<file path="src/rtl/wave_cal_sampler.sv">
// Sample-strobe generator plus per-window waveform analysis: DC removal, peak-to-peak,
// and a PAPR figure from a sequential divider that classifies the input as sine/other.
module wave_cal_sampler #(
  parameter int FRE_DIV             = 2499,
  parameter int N                   = 8,
  parameter int SAMPLE_POINTS       = 128,
  parameter int LOG_2_SAMPLE_POINTS = 7,
  parameter int JUDGE_THRESHOLD     = 700
) (
  input  logic         clk,
  input  logic         rst_n,
  input  logic [N-1:0] data_in_unsigned,
  output logic         sample_en,
  output logic [N-1:0] signal_dc_removed,
  output logic [N-1:0] vpp,
  output logic [31:0]  papr,
  output logic         is_sine_wave
);
  localparam int CW = (FRE_DIV < 2) ? 1 : $clog2(FRE_DIV + 1);
  localparam int IW = (LOG_2_SAMPLE_POINTS < 1) ? 1 : LOG_2_SAMPLE_POINTS;
  localparam int SW = N + LOG_2_SAMPLE_POINTS;
  localparam int PW = 2 * N;
  localparam int QW = PW + LOG_2_SAMPLE_POINTS;

  typedef enum logic {DIV_IDLE, DIV_BUSY} div_state_e;

  logic [CW-1:0] div_cnt_q, div_cnt_d;
  logic [IW-1:0] idx_q;
  logic          idx_last;
  logic [N-1:0]  x_q;
  logic          x_vld_q, x_last_q;

  logic [N-1:0]  max_q, min_q, dc_q, sdr_q, vpp_q;
  logic [SW-1:0] sum_q;
  logic [QW-1:0] sumsq_q;
  logic [PW-1:0] peak_q;
  logic          first_win_q;

  logic [N:0]    diff;
  logic [N-1:0]  d_sat;
  logic [PW-1:0] d_ext, d_sq;
  logic [N-1:0]  max_w, min_w, dc_w;
  logic [SW-1:0] sum_w;
  logic [QW-1:0] sumsq_w;
  logic [PW-1:0] peak_w, mean_w;

  div_state_e    state_q, state_d;
  logic [31:0]   dvd_q, quo_step, papr_q;
  logic [PW-1:0] dvs_q, rem_q, rem_sub, rem_step;
  logic [PW:0]   rem_sh;
  logic          rem_ge;
  logic [4:0]    bit_q;
  logic          sine_q;
  logic          win_end, div_start, div_flat, div_done;

  assign sample_en = (div_cnt_q == CW'(FRE_DIV));
  assign div_cnt_d = sample_en ? '0 : div_cnt_q + 1'b1;
  assign idx_last  = (idx_q == IW'(SAMPLE_POINTS - 1));

  always_ff @(posedge clk or negedge rst_n) begin
    if (!rst_n) begin
      div_cnt_q <= '0;
      idx_q     <= '0;
      x_q       <= '0;
      x_vld_q   <= 1'b0;
      x_last_q  <= 1'b0;
    end else begin
      div_cnt_q <= div_cnt_d;
      x_vld_q   <= sample_en;
      if (sample_en) begin
        x_q      <= data_in_unsigned;
        x_last_q <= idx_last;
        idx_q    <= idx_last ? '0 : idx_q + 1'b1;
      end
    end
  end

  // Difference is N+1 bits; it fits N signed bits only when its top two bits agree.
  assign diff = {1'b0, x_q} - {1'b0, dc_q};
  always_comb begin
    d_sat = diff[N-1:0];
    if (diff[N] != diff[N-1])
      d_sat = diff[N] ? {1'b1, {(N-1){1'b0}}} : {1'b0, {(N-1){1'b1}}};
  end
  assign d_ext = {{N{d_sat[N-1]}}, d_sat};
  assign d_sq  = d_ext * d_ext;

  // Window statistics including the sample currently in x_q.
  assign max_w   = (x_q > max_q) ? x_q : max_q;
  assign min_w   = (x_q < min_q) ? x_q : min_q;
  assign sum_w   = sum_q + SW'(x_q);
  assign sumsq_w = sumsq_q + QW'(d_sq);
  assign peak_w  = (d_sq > peak_q) ? d_sq : peak_q;
  assign dc_w    = N'(sum_w >> LOG_2_SAMPLE_POINTS);
  assign mean_w  = PW'(sumsq_w >> LOG_2_SAMPLE_POINTS);

  always_ff @(posedge clk or negedge rst_n) begin
    if (!rst_n) begin
      max_q       <= '0;
      min_q       <= '1;
      sum_q       <= '0;
      sumsq_q     <= '0;
      peak_q      <= '0;
      dc_q        <= '0;
      sdr_q       <= '0;
      vpp_q       <= '0;
      first_win_q <= 1'b1;
    end else if (x_vld_q) begin
      sdr_q <= d_sat;
      if (x_last_q) begin
        vpp_q       <= max_w - min_w;
        dc_q        <= dc_w;
        first_win_q <= 1'b0;
        max_q       <= '0;
        min_q       <= '1;
        sum_q       <= '0;
        sumsq_q     <= '0;
        peak_q      <= '0;
      end else begin
        max_q   <= max_w;
        min_q   <= min_w;
        sum_q   <= sum_w;
        sumsq_q <= sumsq_w;
        peak_q  <= peak_w;
      end
    end
  end

  // The first window after reset only seeds dc_offset, so it never updates papr.
  assign win_end   = x_vld_q & x_last_q & ~first_win_q;
  assign div_start = win_end & (peak_w != '0);
  assign div_flat  = win_end & (peak_w == '0);

  // Restoring divider: dividend shifts out of dvd_q while quotient bits shift in.
  assign rem_sh   = {rem_q, dvd_q[31]};
  assign rem_ge   = (rem_sh >= {1'b0, dvs_q});
  assign rem_sub  = PW'(rem_sh - {1'b0, dvs_q});
  assign rem_step = rem_ge ? rem_sub : rem_sh[PW-1:0];
  assign quo_step = {dvd_q[30:0], rem_ge};

  always_comb begin
    state_d  = state_q;
    div_done = 1'b0;
    if (state_q == DIV_BUSY && bit_q == 5'd31) begin
      state_d  = DIV_IDLE;
      div_done = 1'b1;
    end
    if (div_start) begin
      state_d  = DIV_BUSY;
      div_done = 1'b0;
    end else if (div_flat) begin
      state_d  = DIV_IDLE;
      div_done = 1'b0;
    end
  end

  always_ff @(posedge clk or negedge rst_n) begin
    if (!rst_n) begin
      state_q <= DIV_IDLE;
      dvd_q   <= '0;
      dvs_q   <= '0;
      rem_q   <= '0;
      bit_q   <= '0;
      papr_q  <= '0;
      sine_q  <= 1'b0;
    end else begin
      state_q <= state_d;
      if (div_start) begin
        dvd_q <= 32'(mean_w) * 32'd1000;
        dvs_q <= peak_w;
        rem_q <= '0;
        bit_q <= '0;
      end else if (state_q == DIV_BUSY) begin
        dvd_q <= quo_step;
        rem_q <= rem_step;
        bit_q <= bit_q + 1'b1;
      end
      if (div_done) begin
        papr_q <= quo_step;
        sine_q <= (quo_step < 32'(JUDGE_THRESHOLD));
      end else if (div_flat) begin
        papr_q <= 32'd1000;
        sine_q <= 1'b0;
      end
    end
  end

  assign signal_dc_removed = sdr_q;
  assign vpp               = vpp_q;
  assign papr              = papr_q;
  assign is_sine_wave      = sine_q;
endmodule

</file>
<file path="config.mk">
export PLATFORM = sky130hd
export DESIGN_NAME = wave_cal_sampler
export DESIGN_NICKNAME = d
export VERILOG_FILES = /design/src/rtl/wave_cal_sampler.sv
export SDC_FILE = /design/constraint.sdc
export NUM_CORES = 1
export LEC_CHECK = 0
export ABC_AREA = 0
export BUFFER_PORTS_ARGS = -buffer_cell sky130_fd_sc_hd__buf_2
export CELL_PAD_IN_SITES_DETAIL_PLACEMENT = 0
export CELL_PAD_IN_SITES_GLOBAL_PLACEMENT = 1
export CORE_UTILIZATION = 45
export DETAILED_ROUTE_END_ITERATION = 6
export GPL_TIMING_DRIVEN = 0
export PLACE_DENSITY_LB_ADDON = 0.1
export SLEW_MARGIN = 30
export SYNTH_ARGS = -nofsm -noshare
export SYNTH_HDL_FRONTEND = slang
export SYNTH_SLANG_ARGS = --single-unit
</file>
<file path="constraint.sdc">
create_clock -name clk -period 13.85 [get_ports clk]
set_input_delay 0.6925 -clock clk [delete_from_list [all_inputs] [get_ports clk]]
set_output_delay 0.6925 -clock clk [all_outputs]
set_load 0.005 [all_outputs]
</file>
# Word level (Yosys, flattened, before mapping)
# Index checks and enable logic that the tools add are counted.
[op_classes] add_sub_neg=8 multipliers=2 n_lt_le_gt_ge=5 eq_ne=4 n_mux=29 bitwise_logic=5 reduce_logical=7
[op_table] op="32-bit 2-to-1 mux" count=4
[op_table] op="16-bit 2-to-1 mux" count=5
[op_table] op="8-bit 2-to-1 mux" count=6
[op_table] op="32-bit by 10-bit less-than comparator with 1-bit output, second input constant" count=1
[op_table] op="23-bit by 16-bit adder with 23-bit output" count=1
[op_table] op="16-bit by 7-bit multiplier with 23-bit output, second input constant" count=1
[op_table] op="23-bit 2-to-1 mux" count=1
[op_table] op="17-bit by 16-bit >= comparator with 1-bit output" count=1
[op_table] op="16-bit greater-than comparator" count=1
[op_table] op="16-bit zero test" count=1
[op_table] op="8-bit by 8-bit multiplier with 16-bit output" count=1
[op_table] op="16-bit nonzero test" count=1
[op_table] op="16-bit subtractor" count=1
[op_table] op="15-bit by 8-bit adder with 15-bit output" count=1
[op_table] op="15-bit 2-to-1 mux" count=1
[op_table] op="12-bit by 1-bit adder with 12-bit output, second input constant" count=1
[op_table] op="12-bit == test, second input constant" count=1
[op_table] op="12-bit 2-to-1 mux" count=1
[op_table] op="5-bit 2-to-1 mux" count=2
[op_table] op="8-bit by 8-bit subtractor with 9-bit output" count=1
[op_table] op="8-bit greater-than comparator" count=1
[op_table] op="8-bit less-than comparator" count=1
[op_table] op="1-bit 2-to-1 mux" count=8
[op_table] op="8-bit subtractor" count=1
[op_table] op="other kinds (12)" count=16
[word_totals] regBits=227 in_bits=10 elab_cells=81

# Longest topological paths before layout
[depth] word_depth=11 depth_mapped=52 depth_no_buf=50

# Worst setup path before layout
# OpenSTA, ideal clock, no wires.
[synth_timing] path_type="reg-to-reg" start="reg x_q[0]" end="reg dvd_q[24]" arrival_ns=11.866 setup_slack_ns=1.858 stages_incl_launch_ff=47 n_path_buf=0 cell_sequence="dfrtp_1 -> inv_1 -> ha_1 -> inv_1 -> fa_1 -> a211o_1 -> a211o_1 -> a2111oi_2 -> a21oi_1 -> a21oi_1 -> inv_1 -> nor2_1 -> fa_1 -> fa_1 -> fa_1 -> inv_1 -> fa_1 -> inv_1 -> [... 11 more ...] -> a31o_2 -> a21oi_1 -> xnor2_1 -> xnor2_1 -> inv_1 -> fa_1 -> fa_1 -> fa_1 -> inv_1 -> ha_1 -> a21oi_1 -> a32oi_1 -> a41o_1 -> a211o_1 -> a211o_1 -> a21oi_1 -> xor2_1 -> mux2i_1"
[synth_between] elab_chain_cells=9
[synth_rtl] element="start: declaration" line_no="30" rtl="logic [N-1:0] x_q;"
[synth_rtl] element="start signal: assignment" line_no="71" rtl="x_q <= data_in_unsigned;"
[synth_rtl] element="8-bit by 8-bit subtractor with 9-bit output *" line_no="79" rtl="assign diff = {1'b0, x_q} - {1'b0, dc_q};"
[synth_rtl] element="8-bit 2-to-1 mux or 1-bit inequality test (tied branches)" line_no="83, 82"
[synth_rtl] element="8-bit 2-to-1 mux *" line_no="82" rtl="if (diff[N] != diff[N-1])"
[synth_rtl] element="net d_sat[1]" line_no="40" rtl="logic [N-1:0] d_sat;"
[synth_rtl] element="8-bit by 8-bit multiplier with 16-bit output *" line_no="86" rtl="assign d_sq = d_ext * d_ext;"
[synth_rtl] element="branches (longest 5 deep; another with 23-bit by 16-bit adder with 23-bit output)"
[synth_rtl] element="end signal: assignment" line_no="169" rtl="dvd_q <= 32'(mean_w) * 32'd1000;"
[synth_rtl] element="end signal: assignment" line_no="174" rtl="dvd_q <= quo_step;"
[synth_rtl] element="end: declaration" line_no="48" rtl="logic [31:0] dvd_q, quo_step, papr_q;"
# Mark *: on every way through the listed nets, which the timed path passes.
# A chain may end at the register's enable or synchronous reset.

# Worst setup path in the final report
[layout_timing] start="reg x_q[0]" end="reg dvd_q[25]"
# Same word-level chain as after synthesis.

==> impl_metrics.json <==
{
  "core-area_sq_um": 39700,
  "vias": 13700,
  "worst-path-max-fanout": 9,
  "die_w_um": 203,
  "cts_num_sinks": 227,
  "syn-cell-area_sq_um": 18200,
  "crit_top_cell": "fa_1",
  "postCtsSetupBuffers": 0,
  "hpwl_um": 34100,
  "skew_ps": 13.1,
  "maxSlewHeadroom_pct": 38.9,
  "slowest_stage": "fa_1",
  "powerDensity_nw_per_um2": 70.4,
  "wirelength_um": 44200,
  "ant_nets": 0,
  "ir_drop_mv": 0.0886,
  "hold_viol": 0,
  "placed_area_sq_um": 19200,
  "drive_above_1_share_pct": 9.69,
  "clock_latency_ps": 560,
  "synth_ff_type": "dfrtp_1",
  "diodes": 0,
  "synth_top_area_share_pct": 30.0,
  "reg2reg_slack_ps": 800,
  "areaGrowthSynthToFinish_pct": 11.7,
  "hp-class": "primary input to flop",
  "worst_slew_pin_slew_ps": 917,
  "cts_root_buf": "clkbuf_16",
  "die_area_sq_um": 41200,
  "layout_worst_path_cycle_share_pct": 94.2,
  "fmax_mhz": 76.6,
  "syn-mean-instance-area_sq_um": 9.52,
  "rsz0062_at_grt": "false",
  "finalNonFillerCells": 2548,
  "path_clk_slew_ps": 60,
  "yosysTopAreaCell": "dfrtp_1",
  "placementRows": 73,
  "postLayoutCellArea_sq_um": 20300,
  "synth_nets": 2185,
  "cp.arrival_ps": 13480,
  "setup_tns_ps": 0,
  "cts_buffer_depth": 3,
  "die_y_um": 203,
  "ys_async_sr_fraction_pct": 100,
  "ys_types": 82,
  "ys_seq_elements": 227,
  "layout_min_cycle_time_ps": 13050,
  "critPathLaunchType": "flop",
  "viasPerCell": 5.37,
  "slew_violations": 0,
  "p_leak_nw": 9.87,
  "ctsHtreeMaxLevel": 1,
  "place_inst": 2495,
  "gp_congestion": 0.827,
  "grt_max_degree": 79,
  "routedWlPerCell_um": 17.4,
  "outcome": "finished, final reports clean",
  "grt_pass1_wl_um": 73700,
  "ios": 60,
  "cts_tree": "built",
  "synthCells": 1908,
  "setup_viol": 0,
  "gr-usage-all-layers_pct": 22.0,
  "netlist_top_cells_count": "219 x inv_1, 218 x dfrtp_1, 169 x ha_1",
  "end_kind": "flop",
  "numPortBuffers": 59,
  "yosys_warnings": 0,
  "fin_nets": 2279,
  "drv_cap": 0,
  "cp_data_required_time_ps": 14280,
  "grt_pass1_vias": 14000,
  "firstDrtPassIters": 6,
  "synth_edf_count": 0,
  "yosys-top-cells-area": "dfrtp_1 30%, ha_1 12%, fa_1 11%",
  "worstSetupPathType": "flop to flop",
  "cpPeakStageDelay_ps": 580,
  "ys_seq_area_share_pct": 31.3,
  "drt-initial-drc-count": 643,
  "synth_most_common_cell": "inv_1",
  "drc_errors": 0,
  "cts_buffers": 29,
  "grt-ovfl-total": 0,
  "initial_core_util_pct": 45.7,
  "antenna_found_initial": 0
}
==> cell usage in the layout (no fill, tap or decap), types with 13 or more instances in the layout <==
master	count
a211oi_1	18
a21o_1	30
a21oi_1	90
a22o_1	14
a22oi_1	18
and3_1	13
buf_2	64
clkbuf_1	58
clkbuf_16	29
dfrtp_1	218
fa_1	98
ha_1	169
inv_1	219
mux2_2	17
mux2i_1	97
nand2_1	161
nand2b_1	17
nand3_1	28
nand4_1	17
nor2_1	123
nor2b_1	20
nor3_1	23
o21a_1	17
o21ai_0	100
o22ai_1	19
o2bb2ai_1	14
xnor2_1	70
xor2_1	32
==> layout make-up <==
type | count | area [sq um]
Clock buffer | 42 | 845
Clock inverter | 10 | 85.1
Tap cell | 525 | 657
Buffer | 70 | 312
Timing Repair Buffer | 63 | 398
Sequential cell | 227 | 5690
Fill cell | 3795 | 19500
Multi-Input combinational cell | 1390 | 11500
Inverter | 221 | 833
==> per-layer routing <==
metal	GRT usage [%]	vias to the layer above	share of wire [%]
met1	29.2	6618	46
met3	2.01	63	2.9
met5	0	-	0
met4	5.40	0	2.4
met2	38.7	204	49
li1	-	6797	-
==> critical path: cells and delay by family (launching register included) <==
kind            cells  cell delay [ps]
simple gates        5             1220
xor+xnor            3              680
compound gates     18             4170
fa+ha+maj          12             4980
mux                 3              550
buf+inv             7              850
flops               1              420
==> timing repair <==
item | in CTS | in global routing
resized for setup | 1 | 18
hold endpoints to repair | 9 | 0
hold buffers | 1 | 0
setup endpoints to repair | 1 | 7
==> per-stage QoR <==
step,worst slack (ps),power [W],hold slack [ps],util [%]
floorplan,1860,0.000676,397,-
global placement,-386,0.000691,457,48.1
detailed placement,-71.6,0.000694,465,48.4
CTS,3.56,0.00145,335,50.8
global route,19.4,0.00147,355,51.0
finish,798,0.00143,357,51.0
==> logic make-up (layout without fill, tap and decap cells) <==
kind of cell,count (synthesis),after routing,share of synthesized area [%]
compound gates,430,430,15.7
xor+xnor,110,110,5.31
fa+ha+maj,269,269,22.6
buf+inv,291,406,6.28
flops,227,227,31.3
mux,121,121,6.95
simple gates,460,460,11.9
==> sequential cells by signal, summed over array words and instances (netlist names), 5 cells and up <==
name,count
bit_q,5
dc_q,8
div_cnt_q,12
dvd_q,32
dvs_q,16
idx_q,7
max_q,8
min_q,8
papr,32
peak_q,16
rem_q,16
signal_dc_removed,8
sum_q,15
sumsq_q,23
vpp,8
x_q,8
==> worst paths after layout <==
path | start | end | cells past startpoint
setup / recovery | x_q[0] | dvd_q[25] | 48
hold / removal | data_in_unsigned[3] | x_q[3] | 2
setup reg to reg | x_q[0] | dvd_q[25] | 48
hold reg to reg | idx_q[6] | idx_q[6] | 1
max in group asynchronous | rst_n | papr[19] | 4
min in group asynchronous | rst_n | bit_q[0] | 2
==> where the power goes <==
part           internal, W  total (W)  switching [W]
Combinational   0.00000379  0.0000175      0.0000137
Sequential        0.000664   0.000664              0
Clock             0.000439   0.000746       0.000307
No activity file was read; power rests on OpenSTA's default activity.
